### src/rtl/pc_ras_unit.sv
// Program counter with next-PC select and a circular return-address stack.
// JAL pushes its link address; RET pops it and scores the prediction against rdat1.
module pc_ras_unit #(
    parameter logic [31:0] PC_INIT   = 32'h0000_0000,
    parameter int          RAS_DEPTH = 4,
    parameter int          CNT_W     = 16
) (
    input  logic                         CLK,
    input  logic                         nRST,
    input  logic                         ihit,
    input  logic                         dhit,
    input  logic                         pc_en,
    input  logic [2:0]                   PCSrc,
    input  logic [31:0]                  rdat1,
    input  logic [15:0]                  immediate,
    input  logic [25:0]                  immediate26,
    input  logic                         ras_flush,
    output logic [31:0]                  imemaddr,
    output logic [31:0]                  pc_plus4,
    output logic [31:0]                  ras_top,
    output logic [$clog2(RAS_DEPTH):0]   ras_count,
    output logic [CNT_W-1:0]             ras_hit_cnt,
    output logic [CNT_W-1:0]             ras_miss_cnt,
    output logic                         ras_overflow,
    output logic                         ras_underflow
);

    localparam int PW = $clog2(RAS_DEPTH);
    localparam int CW = PW + 1;

    localparam logic [2:0] SRC_BR  = 3'd1;
    localparam logic [2:0] SRC_J   = 3'd2;
    localparam logic [2:0] SRC_JR  = 3'd3;
    localparam logic [2:0] SRC_JAL = 3'd4;
    localparam logic [2:0] SRC_RET = 3'd5;

    logic [31:0]   ras_mem [RAS_DEPTH];
    logic [PW-1:0] tp;
    logic [PW-1:0] tp_inc;
    logic [PW-1:0] tp_dec;
    logic [31:0]   br_off;
    logic [31:0]   j_tgt;
    logic [31:0]   next_pc;
    logic          advance;
    logic          do_push;
    logic          do_pop;
    logic          ras_full;
    logic          ras_empty;
    logic          hit_sat;
    logic          miss_sat;

    assign pc_plus4  = imemaddr + 32'd4;
    assign advance   = pc_en & ihit & ~dhit;
    // flush wins over a same-cycle push/pop; the PC itself still advances
    assign do_push   = advance & ~ras_flush & (PCSrc == SRC_JAL);
    assign do_pop    = advance & ~ras_flush & (PCSrc == SRC_RET);
    assign tp_inc    = tp + PW'(1);
    assign tp_dec    = tp - PW'(1);
    assign ras_full  = (ras_count == CW'(RAS_DEPTH));
    assign ras_empty = (ras_count == '0);
    assign hit_sat   = &ras_hit_cnt;
    assign miss_sat  = &ras_miss_cnt;
    assign ras_top   = ras_empty ? 32'd0 : ras_mem[tp];
    assign br_off    = {{14{immediate[15]}}, immediate, 2'b00};
    assign j_tgt     = {pc_plus4[31:28], immediate26, 2'b00};

    always_comb begin
        next_pc = pc_plus4;
        case (PCSrc)
            SRC_BR:  next_pc = pc_plus4 + br_off;
            SRC_J:   next_pc = j_tgt;
            SRC_JR:  next_pc = rdat1;
            SRC_JAL: next_pc = j_tgt;
            SRC_RET: next_pc = rdat1;
            default: next_pc = pc_plus4;
        endcase
    end

    always_ff @(posedge CLK or negedge nRST) begin
        if (!nRST) begin
            imemaddr      <= PC_INIT;
            tp            <= '0;
            ras_count     <= '0;
            ras_hit_cnt   <= '0;
            ras_miss_cnt  <= '0;
            ras_overflow  <= 1'b0;
            ras_underflow <= 1'b0;
            for (int i = 0; i < RAS_DEPTH; i++) begin
                ras_mem[i] <= 32'd0;
            end
        end else begin
            ras_underflow <= 1'b0;
            if (advance) begin
                imemaddr <= next_pc;
            end
            if (ras_flush) begin
                tp        <= '0;
                ras_count <= '0;
            end else if (do_push) begin
                // when full the write lands on the oldest slot, so count stays put
                ras_mem[tp_inc] <= pc_plus4;
                tp              <= tp_inc;
                if (ras_full) begin
                    ras_overflow <= 1'b1;
                end else begin
                    ras_count <= ras_count + CW'(1);
                end
            end else if (do_pop) begin
                if (ras_empty) begin
                    ras_underflow <= 1'b1;
                    if (!miss_sat) ras_miss_cnt <= ras_miss_cnt + CNT_W'(1);
                end else begin
                    if (ras_mem[tp] == rdat1) begin
                        if (!hit_sat) ras_hit_cnt <= ras_hit_cnt + CNT_W'(1);
                    end else begin
                        if (!miss_sat) ras_miss_cnt <= ras_miss_cnt + CNT_W'(1);
                    end
                    tp        <= tp_dec;
                    ras_count <= ras_count - CW'(1);
                end
            end
        end
    end

endmodule

### config.mk
export PLATFORM = sky130hd
export DESIGN_NAME = pc_ras_unit
export DESIGN_NICKNAME = d
export VERILOG_FILES = /design/src/rtl/pc_ras_unit.sv
export SDC_FILE = /design/constraint.sdc
export NUM_CORES = 1
export LEC_CHECK = 0
export CAP_MARGIN = 20
export CORE_AREA = 2 2 155 157
export DETAILED_ROUTE_END_ITERATION = 6
export DIE_AREA = 0 0 157 159
export GPL_TIMING_DRIVEN = 1
export HOLD_SLACK_MARGIN = 0.03
export PLACE_DENSITY = 0.8
export SLEW_MARGIN = 30
export SYNTH_ARGS = -nofsm -noshare
export SYNTH_HDL_FRONTEND = slang
export SYNTH_SLANG_ARGS = --single-unit
### constraint.sdc
create_clock -name CLK -period 5.2 [get_ports CLK]
set_clock_uncertainty 0.2 [all_clocks]
set_input_delay 0.78 -clock CLK [delete_from_list [all_inputs] [get_ports CLK]]
set_output_delay 0.78 -clock CLK [all_outputs]
set_load 0.01 [all_outputs]
==> metrics.txt <==
status=completed; Post-Synth Adder-Cell Area=0.0431; switching share of power=0.343; power density over cell area=317 nW/µm²; global routing's busiest layer=met2; RSZ-0062 raised after global routing=no; Critical Path RT=5.30 ns; Finished Layout Cells=1810; postcts setup bufs=0; Internal Dissipation=3.14 mW; global-route wire length before repair=58.9 mm; Setup Crit Path Kind=register to register; number of I/O port buffers=215; max-cap check violation count=0; Syn Area/Cell=9.34 µm²; syn_nets=1404; post-synthesis cell type count=67; core area=23200 µm²; met3 usage=0.0670; Clock transition at path regs=0.07 ns; FFs w/ async S/R, synth=1.00; final worst slack=0.296 ns; xor-xnor portion of the synthesized cell area=0.0861; crit-path max FO=9; Place WS=0.417 ns; via-per-instance ratio=6.00; post-synthesis compound-gate area fraction=0.154; vias in the first global route=10400; EDFF count, synth=0; chip width=157 µm; H-tree levels=4; boundary pin count=216; Slew HR=0.325; Arr. time, crit path=5.00 ns; Slew @ Worst Pin=1.01 ns; Final TNS setup=0 ns; Simple-Gate Fraction of Synth Area=0.169; post-DP HPWL=28.6 mm; Peak Freq=0.204 GHz; total track usage=0.308; DR WL/cell=21.0 µm; hold_buf cts=0; Starting DRT DRC Count=1106; clock share of power=0.287; antenna cell count=0; share of the yosys chip area belonging to registers=0.416; root buf cell=clkbuf_16; CTS Sinks=199; row count=56; Reg-to-Reg End=imemaddr[30]; GPL Wtd Cong=1.01; met2 usage=0.474; FF-to-FF Start=imemaddr[2]; Total Nets Final=1602; GR Overflow Total=0; LEAKAGE=6.43 nW; Finished Core Util=0.651; Hold Violations, Final=0; Main synth FF type=dfrtp_1; worst hold path class=input port to async pin; final setup violation count=0; Die Span Y=159 µm; Final Total Pwr=4.79 mW; CTS resizes=0; Tmin final=4.90 ns; sequential power share=0.376; antenna-violating nets left=0; P_sw=1.64 mW; Initial Util=0.516; Placed Instances=1779; met1 Usage GRT=0.427; share of cells above drive strength 1=0.0771; post-synthesis cell count=1281; Post-route DRC=0; DRT Pass-1 Iters=5; critical path launch point type=register; ratio of final minimum period to clock period=0.943; vias=10900; worst skew pair latency=0.44 ns; Mapped Area=12000 µm²; Yosys warning count=0; Total Wirelength=38.0 mm; TritonCTS Buffers=17; largest family of logic cells by synthesized area=simple AND/OR/NAND/NOR gates; antenna violations before repair=0; die area=25000 µm²; clk buf depth=2; CP Capture Type=register; VDD IR max=0.199 mV; CTS tree=built; register bit total from synthesis=199; largest net degree at the start of global routing=103; Area growth syn-to-layout=26.2%; Max Slew Vio Count=0; Comb power frac=0.337; R2R cell count=15; mux share of post-synthesis cell area=0.0909; reg2reg setup slack=0.30 ns
-- placed cells by master, fill, tap and decap left out, types with 18 or more instances in the layout --
cell	instances
clkdlybuf4s50_1	213
dfrtp_1	198
nand2_1	165
o21ai_1	125
nor2_1	82
xnor2_1	78
a21oi_1	72
inv_1	45
ha_1	38
xor2_1	37
nor2b_1	35
nand3_1	34
mux4_2	32
buf_4	32
nand4_1	29
o21ai_0	25
mux2i_1	22
and3_1	18
-- Yosys cell counts, types with 7 or more instances --
library cell / count / area [µm²]
a21o_1: 13 / 97.6
a21oi_1: 72 / 360
a221oi_1: 7 / 61.3
a31oi_1: 12 / 75.1
and3_1: 19 / 119
buf_1: 8 / 30.0
clkbuf_1: 53 / 199
dfrtp_1: 199 / 4980
ha_1: 38 / 475
inv_1: 45 / 169
mux2_1: 12 / 135
mux2i_1: 22 / 220
mux4_2: 32 / 721
nand2_1: 168 / 631
nand3_1: 34 / 170
nand4_1: 29 / 181
nor2_1: 82 / 308
nor2b_1: 35 / 219
nor3_1: 15 / 75.1
o21ai_0: 25 / 125
o21ai_1: 125 / 626
o22ai_1: 15 / 93.8
xnor2_1: 78 / 683
xor2_1: 37 / 324
-- cell families (layout without fill, tap and decap cells) --
group                    count (synthesis)  in the layout
AO/OA/AOI/OAI                          319            319
AND/OR/NAND/NOR                        422            422
adder cells (fa/ha/maj)                 40             40
multiplexers                            67             67
XOR/XNOR                               116            116
flip-flops                             199            199
buffers and inverters                  118            328
-- critical path, stage by stage, from the launching register on --
cell and delay (ns):
dfrtp_1 0.49, ha_1 0.26, and4_1 0.31, or4b_1 0.59, nor2_1 0.18, nand2_1 0.11
xor2_1 0.46, inv_1 0.12, ha_1 0.37, and3_1 0.20, a221o_1 0.32, a221oi_1 0.29
o21ai_1 0.18, a221oi_1 0.35, xor2_1 0.19, o221ai_1 0.13
-- registers in the layout, indices dropped and copies added (netlist names) --
signal	flops
ras_underflow	1
ras_hit_cnt	16
ras_overflow	1
tp	2
imemaddr	32
ras_miss_cnt	16
ras_count	3
ras_mem	128
-- power by group through the flow --
| stage | logic (mW) | registers (mW) | clock network [mW] |
|---|---|---|---|
| global route | 1.74 | 1.82 | 1.44 |
| detailed placement | 1.58 | 1.82 | 0 |
| finish | 1.61 | 1.80 | 1.37 |
| CTS | 1.59 | 1.79 | 1.38 |
| floorplan | 0.866 | 1.81 | 0 |
| global placement | 1.58 | 1.81 | 0 |
-- stage by stage --
step | area (µm²) | hold WS [ns]
3_5_place_dp | 14500 | 0.271
5_1_grt | 15100 | 0.262
6_report | 15100 | 0.192
4_1_cts | 15100 | 0.235
3_3_place_gp | 14500 | 0.262
2_1_floorplan | 12000 | 0.250
-- worst max path at each step --
stage	startpoint	endpoint
2_1_floorplan	imemaddr[7]	imemaddr[30]
3_3_place_gp	imemaddr[2]	imemaddr[30]
3_5_place_dp	imemaddr[12]	imemaddr[30]
4_1_cts	imemaddr[2]	imemaddr[30]
5_1_grt	imemaddr[2]	imemaddr[30]
6_report	imemaddr[2]	imemaddr[30]
-- cell type report --
type / count / area, µm²
clock buffers: 21 / 460
clock inverters: 10 / 143
fillers: 1891 / 8100
inverters: 49 / 184
multi-input cells: 964 / 6520
flip-flops and latches: 199 / 4980
well taps: 319 / 399
repair buffers: 248 / 2410
-- layer usage --
| layer | share of wire | vias up | wire length [µm] |
|---|---|---|---|
| met4 | 0.039 | 0 | 1490 |
| met2 | 0.46 | 587 | 17400 |
| met1 | 0.41 | 5210 | 15500 |
| li1 | - | 4973 | - |
| met3 | 0.094 | 95 | 3560 |
| met5 | 0 | - | 0 |
(Power assumes the default switching activity.)
